## config.mk

```make
export PLATFORM = sky130hd
export DESIGN_NAME = av_config_initiator
export DESIGN_NICKNAME = d
export VERILOG_FILES = /design/src/rtl/av_config_initiator.sv
export SDC_FILE = /design/constraint.sdc
export NUM_CORES = 1
export LEC_CHECK = 0
export BUFFER_PORTS_ARGS = -buffer_cell sky130_fd_sc_hd__clkbuf_2
export CORE_ASPECT_RATIO = 1.25
export CORE_MARGIN = 2
export CORE_UTILIZATION = 50
export DETAILED_ROUTE_END_ITERATION = 10
export PLACE_DENSITY = 0.84
export SETUP_SLACK_MARGIN = 0.02
export SYNTH_ARGS = -nofsm -noshare
export SYNTH_HDL_FRONTEND = slang
export SYNTH_SLANG_ARGS = --single-unit
```

## constraint.sdc

```tcl
create_clock -name clk -period 4.4 [get_ports clk]
set_input_delay 0.88 -clock clk [delete_from_list [all_inputs] [get_ports clk]]
set_output_delay 0.88 -clock clk [all_outputs]
set_load 0.005 [all_outputs]
```

## src/rtl/av_config_initiator.sv

```systemverilog
// av_config_initiator: Avalon-MM master that replays a codec command table into the
// audio/video config core, polling its status register until idle after every write.
module av_config_initiator #(
    parameter int NUM_CMDS = 3,
    parameter logic [34*NUM_CMDS-1:0] CMD_TABLE = {2'd3, 32'h0000_001F, 2'd2, 32'h0000_0004, 2'd0, 32'h0000_0001},
    parameter logic [1:0] STATUS_ADDR = 2'd1,
    parameter int POLL_BIT = 0,
    parameter int TIMEOUT = 1023
) (
    input  logic        clk,
    input  logic        reset,
    input  logic        start,
    output logic [1:0]  av_config_slave_address,
    output logic [3:0]  av_config_slave_byteenable,
    output logic        av_config_slave_read,
    output logic        av_config_slave_write,
    output logic [31:0] av_config_slave_writedata,
    input  logic [31:0] av_config_slave_readdata,
    input  logic        av_config_slave_waitrequest,
    output logic        busy,
    output logic        done,
    output logic        error,
    output logic [3:0]  cmd_index
);
    localparam int CW = $clog2(TIMEOUT + 1);
    typedef enum logic [2:0] {IDLE, WRITE, WGAP, POLL, RGAP} state_t;
    state_t state_q;
    logic [CW-1:0] poll_cnt_q;
    logic [3:0] cmd_index_q;
    logic [1:0] address_q;
    logic [31:0] writedata_q;
    logic read_q, write_q, busy_q, done_q, error_q, status_busy_q;
    logic [3:0] next_index;
    logic [33:0] next_entry;
    logic unused_readdata;
    assign next_index = cmd_index_q + 4'd1;
    assign next_entry = CMD_TABLE[34*next_index +: 34];
    assign unused_readdata = ^av_config_slave_readdata;
    // Each completed transfer passes through a one-cycle gap state before the next request.
    always_ff @(posedge clk) begin
        if (reset) begin
            state_q       <= IDLE;
            poll_cnt_q    <= '0;
            cmd_index_q   <= '0;
            address_q     <= '0;
            writedata_q   <= '0;
            read_q        <= 1'b0;
            write_q       <= 1'b0;
            busy_q        <= 1'b0;
            done_q        <= 1'b0;
            error_q       <= 1'b0;
            status_busy_q <= 1'b0;
        end else begin
            case (state_q)
                IDLE: if (start) begin
                    state_q     <= WRITE;
                    write_q     <= 1'b1;
                    address_q   <= CMD_TABLE[33:32];
                    writedata_q <= CMD_TABLE[31:0];
                    busy_q      <= 1'b1;
                    done_q      <= 1'b0;
                    error_q     <= 1'b0;
                    cmd_index_q <= '0;
                    poll_cnt_q  <= '0;
                end
                WRITE: if (!av_config_slave_waitrequest) begin
                    state_q    <= WGAP;
                    write_q    <= 1'b0;
                    poll_cnt_q <= '0;
                end
                WGAP: begin
                    state_q   <= POLL;
                    read_q    <= 1'b1;
                    address_q <= STATUS_ADDR;
                end
                POLL: if (!av_config_slave_waitrequest) begin
                    state_q       <= RGAP;
                    read_q        <= 1'b0;
                    status_busy_q <= av_config_slave_readdata[POLL_BIT];
                    if (av_config_slave_readdata[POLL_BIT]) poll_cnt_q <= poll_cnt_q + 1'b1;
                end
                RGAP: begin
                    if (!status_busy_q && cmd_index_q == 4'(NUM_CMDS - 1)) begin
                        state_q <= IDLE;
                        busy_q  <= 1'b0;
                        done_q  <= 1'b1;
                    end else if (!status_busy_q) begin
                        state_q     <= WRITE;
                        write_q     <= 1'b1;
                        cmd_index_q <= next_index;
                        address_q   <= next_entry[33:32];
                        writedata_q <= next_entry[31:0];
                    end else if (poll_cnt_q == CW'(TIMEOUT)) begin
                        state_q <= IDLE;
                        busy_q  <= 1'b0;
                        error_q <= 1'b1;
                    end else begin
                        state_q <= POLL;
                        read_q  <= 1'b1;
                    end
                end
                default: state_q <= IDLE;
            endcase
        end
    end
    assign av_config_slave_address    = address_q;
    assign av_config_slave_byteenable = {4{read_q | write_q}};
    assign av_config_slave_read       = read_q;
    assign av_config_slave_write      = write_q;
    assign av_config_slave_writedata  = writedata_q;
    assign busy      = busy_q;
    assign done      = done_q;
    assign error     = error_q;
    assign cmd_index = cmd_index_q;
endmodule

```

Word level (Yosys, flattened, before mapping)

Cells that the tools add are included.

Output and inout port bits: 47
Word-level logic and storage cells: 97
Input bits: 36
Register bits after elaboration: 57

Reductions and logical operators: 18
Mux-type cells: 44
Multipliers: 1
Bitwise logic cells: 2
Add/sub/neg operators: 2
Shift operators: 1
Equal/unequal tests: 18

Operators by type and width:

| operator                                                     | count |
|---|---|
| indexed part select 102 x 11 -> 34 bit, first input constant | 1 |
| two-way mux 32 bit                                           | 3 |
| one-hot mux 32 bit (2 select lines)                          | 1 |
| two-way mux 10 bit                                           | 4 |
| one-hot mux 10 bit (3 select lines)                          | 1 |
| inequality test 2 bit, second input constant                 | 10 |
| AND reduction 5 bit                                          | 4 |
| two-way mux 1 bit                                            | 15 |
| one-hot mux 3 bit (5 select lines)                           | 1 |
| two-way mux 2 bit                                            | 6 |
| two-way mux 4 bit                                            | 3 |
| AND reduction 4 bit                                          | 3 |
| nonzero test 3 bit                                           | 4 |
| adder 10 x 1 -> 10 bit, second input constant                | 1 |
| equality test 10 bit, second input constant                  | 1 |
| multiplier 5 x 4 -> 9 bit, first input constant              | 1 |
| two-way mux 3 bit                                            | 3 |
| one-hot mux 4 bit (2 select lines)                           | 1 |
| equality test 3 x 2 -> 1 bit, second input constant          | 2 |
| inequality test 3 bit, second input constant                 | 2 |
| one-hot mux 1 bit (2 select lines)                           | 3 |
| one-hot mux 1 bit (3 select lines)                           | 2 |
| one-hot mux 2 bit (3 select lines)                           | 1 |
| AND reduction 3 bit                                          | 2 |
| other kinds (11)                                             | 11 |

Longest topological paths before layout

Depth in word-level cells: 6
Gate-level depth with buffers: 6
Gate-level depth less buffers: 6

Least setup slack after synthesis

No wires, ideal clock.

Path type: input to register
From: input av_config_slave_waitrequest
To: register poll_cnt_q[5]
Required time: 4,328 ps
Stages on the path: 5
Arrival time: 1,880 ps
Buffers on the path: 1
Setup time: 72 ps
Slack: 2,449 ps
Cells stage by stage: nor2b_1 > o21ai_1 > buf_2 > a211oi_1 > mux2i_1

Longest elaborated chain between the ends: 2
Elaborated cells on any way between the ends: 3
Classes of those cells: eq/ne: 2; reduce/logical: 1

Ends and longest elaborated chain:

| what                            | RTL line | RTL |
|---|---|---|
| from (decl)                     | 19       | `input logic av_config_slave_waitrequest,` |
| inequality test 2 bit (no line) | -        |  |
| AND reduction 5 bit (no line) * | -        |  |
| to (signal assigned)            | 80       | `if (av_config_slave_readdata[POLL_BIT]) poll_cnt_q <= poll_cnt_q + 1'b1;` |
| to (decl)                       | 28       | `logic [CW-1:0] poll_cnt_q;` |

Mark *: on every way between the ends. The rest lies on a longest branch, timed or not.
A chain may end at the register's enable or synchronous reset.

Final worst setup path

From: register cmd_index_q[0], in the netlist cmd_index[0]
To: register address_q[0], in the netlist av_config_slave_address[0]

Longest elaborated chain between the ends: 6
Elaborated cells on any way between the ends: 10
Classes of those cells: add/sub: 1; mul: 1; eq/ne: 2; shift: 1; mux: 3; reduce/logical: 2

Ends and longest elaborated chain:

| what                                   | RTL line | RTL |
|---|---|---|
| from (decl)                            | 29       | `logic [3:0] cmd_index_q;` |
| from (signal assigned)                 | 90       | `cmd_index_q <= next_index;` |
| adder 4 x 1 -> 4 bit                   | 36       | `assign next_index = cmd_index_q + 4'd1;` |
| multiplier 5 x 4 -> 9 bit              | 37       | `assign next_entry = CMD_TABLE[34*next_index +: 34];` |
| indexed part select 102 x 11 -> 34 bit | 37       |  |
| two-way mux 2 bit                      | 87       | `end else if (!status_busy_q) begin` |
| two-way mux 2 bit                      | 83       | `if (!status_busy_q && cmd_index_q == 4'(NUM_CMDS - 1)) begin` |
| one-hot mux 2 bit (3 select lines)     | 54       | `case (state_q)` |
| to (signal assigned)                   | 58       | `address_q <= CMD_TABLE[33:32];` |
| to (signal assigned)                   | 91       | `address_q <= next_entry[33:32];` |
| to (decl)                              | 30       | `logic [1:0] address_q;` |

Parallel ways exist; a longest one is shown, timed or not. The select of a mux whose other input is x is not followed.

==> impl_metrics.csv <==
group,metric,value,unit
critical_path,timing.rr.end,"av_config_slave_address[0]",
cts,ctsHoldBuffers,0,
sta,hold_viol_final,0,
sta,finClkSkew,0.00494,ns
critical_path,path_cells,"inv_1 > ha_1 > or4b_1 > a311oi_1 > a21oi_1 > nor3_1",
critical_path,rr_worst_depth,6,
yosys,ys_types,54,
layout,final_nets,269,
route,routedWlPerCell,12.0,µm
cts,htreeDepth,1,
yosys,netlist_top_cells_count,"buf_4, dfxtp_1, nor2_1",
cts,cts_tree,"yes",
layout,n_antenna_cell,0,
critical_path,arrival,2.39,ns
layout,area_growth,0.549,%
global_route,grt.overflow.total,0,
cts,clk_pin_slew,0.09,ns
critical_path,critical_path_class,"register to register",
route,drt-vias-per-instance,5.42,
critical_path,slowest_stage,"or4b_1",
placement,place.gp.congestion,0.766,
route,dr.pass1.iters,4,
global_route,antenna_found_initial,0,
global_route,grt_max_degree,23,
sta,worst_slack,2.22,ns
yosys,synth_flop_cell,"dfxtp_1",
yosys,synth_top_area_frac,0.307,
critical_path,rrSetupSlack,2.22,ns
yosys,synth-edff-count,0,
yosys,synth_top_cell_by_area,"dfxtp_1",
worst_hold_path,hp-class,"register to register",
route,drtIter0Drc,57,
layout,postLayoutCellArea,1830,µm²
cts,cts.repair.resized,0,
cts,ctsLongestPathBuffers,2,
floorplan,die_y,71.5,µm
yosys,synth_warnings,0,
placement,numPortBuffers,24,
power,power.leakage,0.716,nW
yosys,seq_area_frac_synth,0.307,
floorplan,die_area,4150,µm²
yosys,ys_ff_latch,28,
critical_path,path_max_fanout,7,
worst_hold_path,worstHoldEndpoint,"error",
critical_path,cpPeakStageDelay,0.50,ns
sta,setup_viol,0,
cts,clk_latency,0.28,ns
route,wl,3210,µm
yosys,synth_area,1820,µm²
yosys,syn_avg_cell_area,8.36,µm²
placement,hpwl,2360,µm
sta,hold_slack,0.469,ns
placement,placed_area,1790,µm²
sta,fmaxAchievable,459,MHz
layout,utilization,0.526,
cts,cts_sinks,28,
critical_path,worstReg2RegStart,"cmd_index[0]",
yosys,synthArstFlopShare,0,
global_route,grt_pass1_wl,5600,µm
global_route,grtUsageTotal,0.169,
worst_hold_path,hold_start,"error",
critical_path,critPathCaptureType,"register",
yosys,yosysMostFrequentCell,"buf_4",
floorplan,ios,83,
sta,period_needed,2.18,ns
sta,slew_viol_final,0,
cts,postCtsSetupBuffers,0,
worst_hold_path,whs_path_depth,2,
critical_path,worstPathRequired,4.61,ns
floorplan,start_util,0.523,
power,max-vdd-ir-drop,0.000208,V
route,ant_nets,0,
sta,slew_headroom,0.627,
floorplan,core,3480,µm²
layout,fin_cells,267,
global_route,grt_pass1_vias,1238,
floorplan,die_w,58.0,µm
placement,pre_cts_ws,2.13,ns
cts,ctsRootBufferMaster,"clkbuf_8",
sta,rsz0062_at_grt,"no",
outcome,status,"completed",
yosys,syn_inst,218,
sta,worst_pin_slew,0.558,ns
job,maxCapViolCount,0,
route,drc,0,
yosys,synthTopCellsByArea,"dfxtp_1, buf_4, mux2i_1, nor2_1, nand3_1",
cts,cts_made_buffers,3,
critical_path,critPathLaunchType,"register",
power,fin_total_pwr,0.482,mW
power,p_per_area,263,nW/µm²
layout,drive_gt1_frac,0.184,
floorplan,std_cell_rows,24,
route,via_count,1448,
sta,period_share,0.495,
sta,setup_tns,0,ns
placement,dp.cells,264,
## power breakdown
group	switching, mW	internal (mW)	total, mW
Clock	0.0785	0.0616	0.140
Combinational	0.0442	0.0278	0.0720
Sequential	0.00987	0.260	0.270
## worst max path at each step
stage / start / end / slack (ns) / cells past startpoint
6_report: cmd_index[0] / av_config_slave_address[0] / 2.22 / 6
5_1_grt: cmd_index[0] / av_config_slave_address[0] / 2.09 / 6
4_1_cts: cmd_index[0] / av_config_slave_address[0] / 2.26 / 6
3_5_place_dp: av_config_slave_waitrequest / poll_cnt_q[9] / 2.13 / 5
3_3_place_gp: av_config_slave_waitrequest / poll_cnt_q[9] / 2.13 / 5
2_1_floorplan: av_config_slave_waitrequest / poll_cnt_q[5] / 2.45 / 5
## cell usage in the layout (no fill, tap or decap), drive strengths merged, types with 3 or more instances in the layout
cell,netlist,layout
or3,3,3
nand2,14,14
nand3,14,14
mux2i,8,8
nor3,7,7
inv,6,6
a211oi,7,7
or4b,3,3
a21oi,10,10
conb,1,27
o21ai,5,5
nand3b,5,5
nor2,20,20
nand4,3,3
clkbuf,5,27
ha,3,3
dfxtp,28,28
## worst max-delay path: cells and delay by family, from the launching register on
kind | cells | cell delay (ns)
compound gates | 2 | 0.50
fa+ha+maj | 1 | 0.36
buf+inv | 1 | 0.11
flops | 1 | 0.47
simple gates | 2 | 0.66
## state kept, by name, indices dropped and copies added (netlist names)
register	cells
poll_cnt_q	10
cmd_index	4
av_config_slave_writedata	3
state_q	3
av_config_slave_address	2
av_config_slave_read	1
av_config_slave_write	1
busy	1
done	1
error	1
status_busy_q	1
## final cells by class
type / count / area, µm²
fill: 324 / 1650
multi-input combinational: 166 / 1030
sequential: 28 / 561
timing repair buffer: 25 / 128
tap: 39 / 48.8
clock buffer: 3 / 41.3
inverter: 6 / 22.5
## layer usage
metal / global-route usage / up-vias / wire (µm)
met5: 0 / - / 0
met4: 0.0775 / 0 / 61
met3: 0.0217 / 4 / 159
met2: 0.287 / 43 / 1600
met1: 0.211 / 665 / 1390
li1: - / 736 / -
## logic make-up after synthesis
kind of cell / after synthesis / share of synthesized area
xor+xnor: 2 / 0.00961
flops: 28 / 0.307
simple gates: 85 / 0.266
other cells: 1 / 0.00206
fa+ha+maj: 3 / 0.0206
mux: 10 / 0.0563
compound gates: 39 / 0.159
buf+inv: 50 / 0.180
Power figures use the tool's default switching activity.
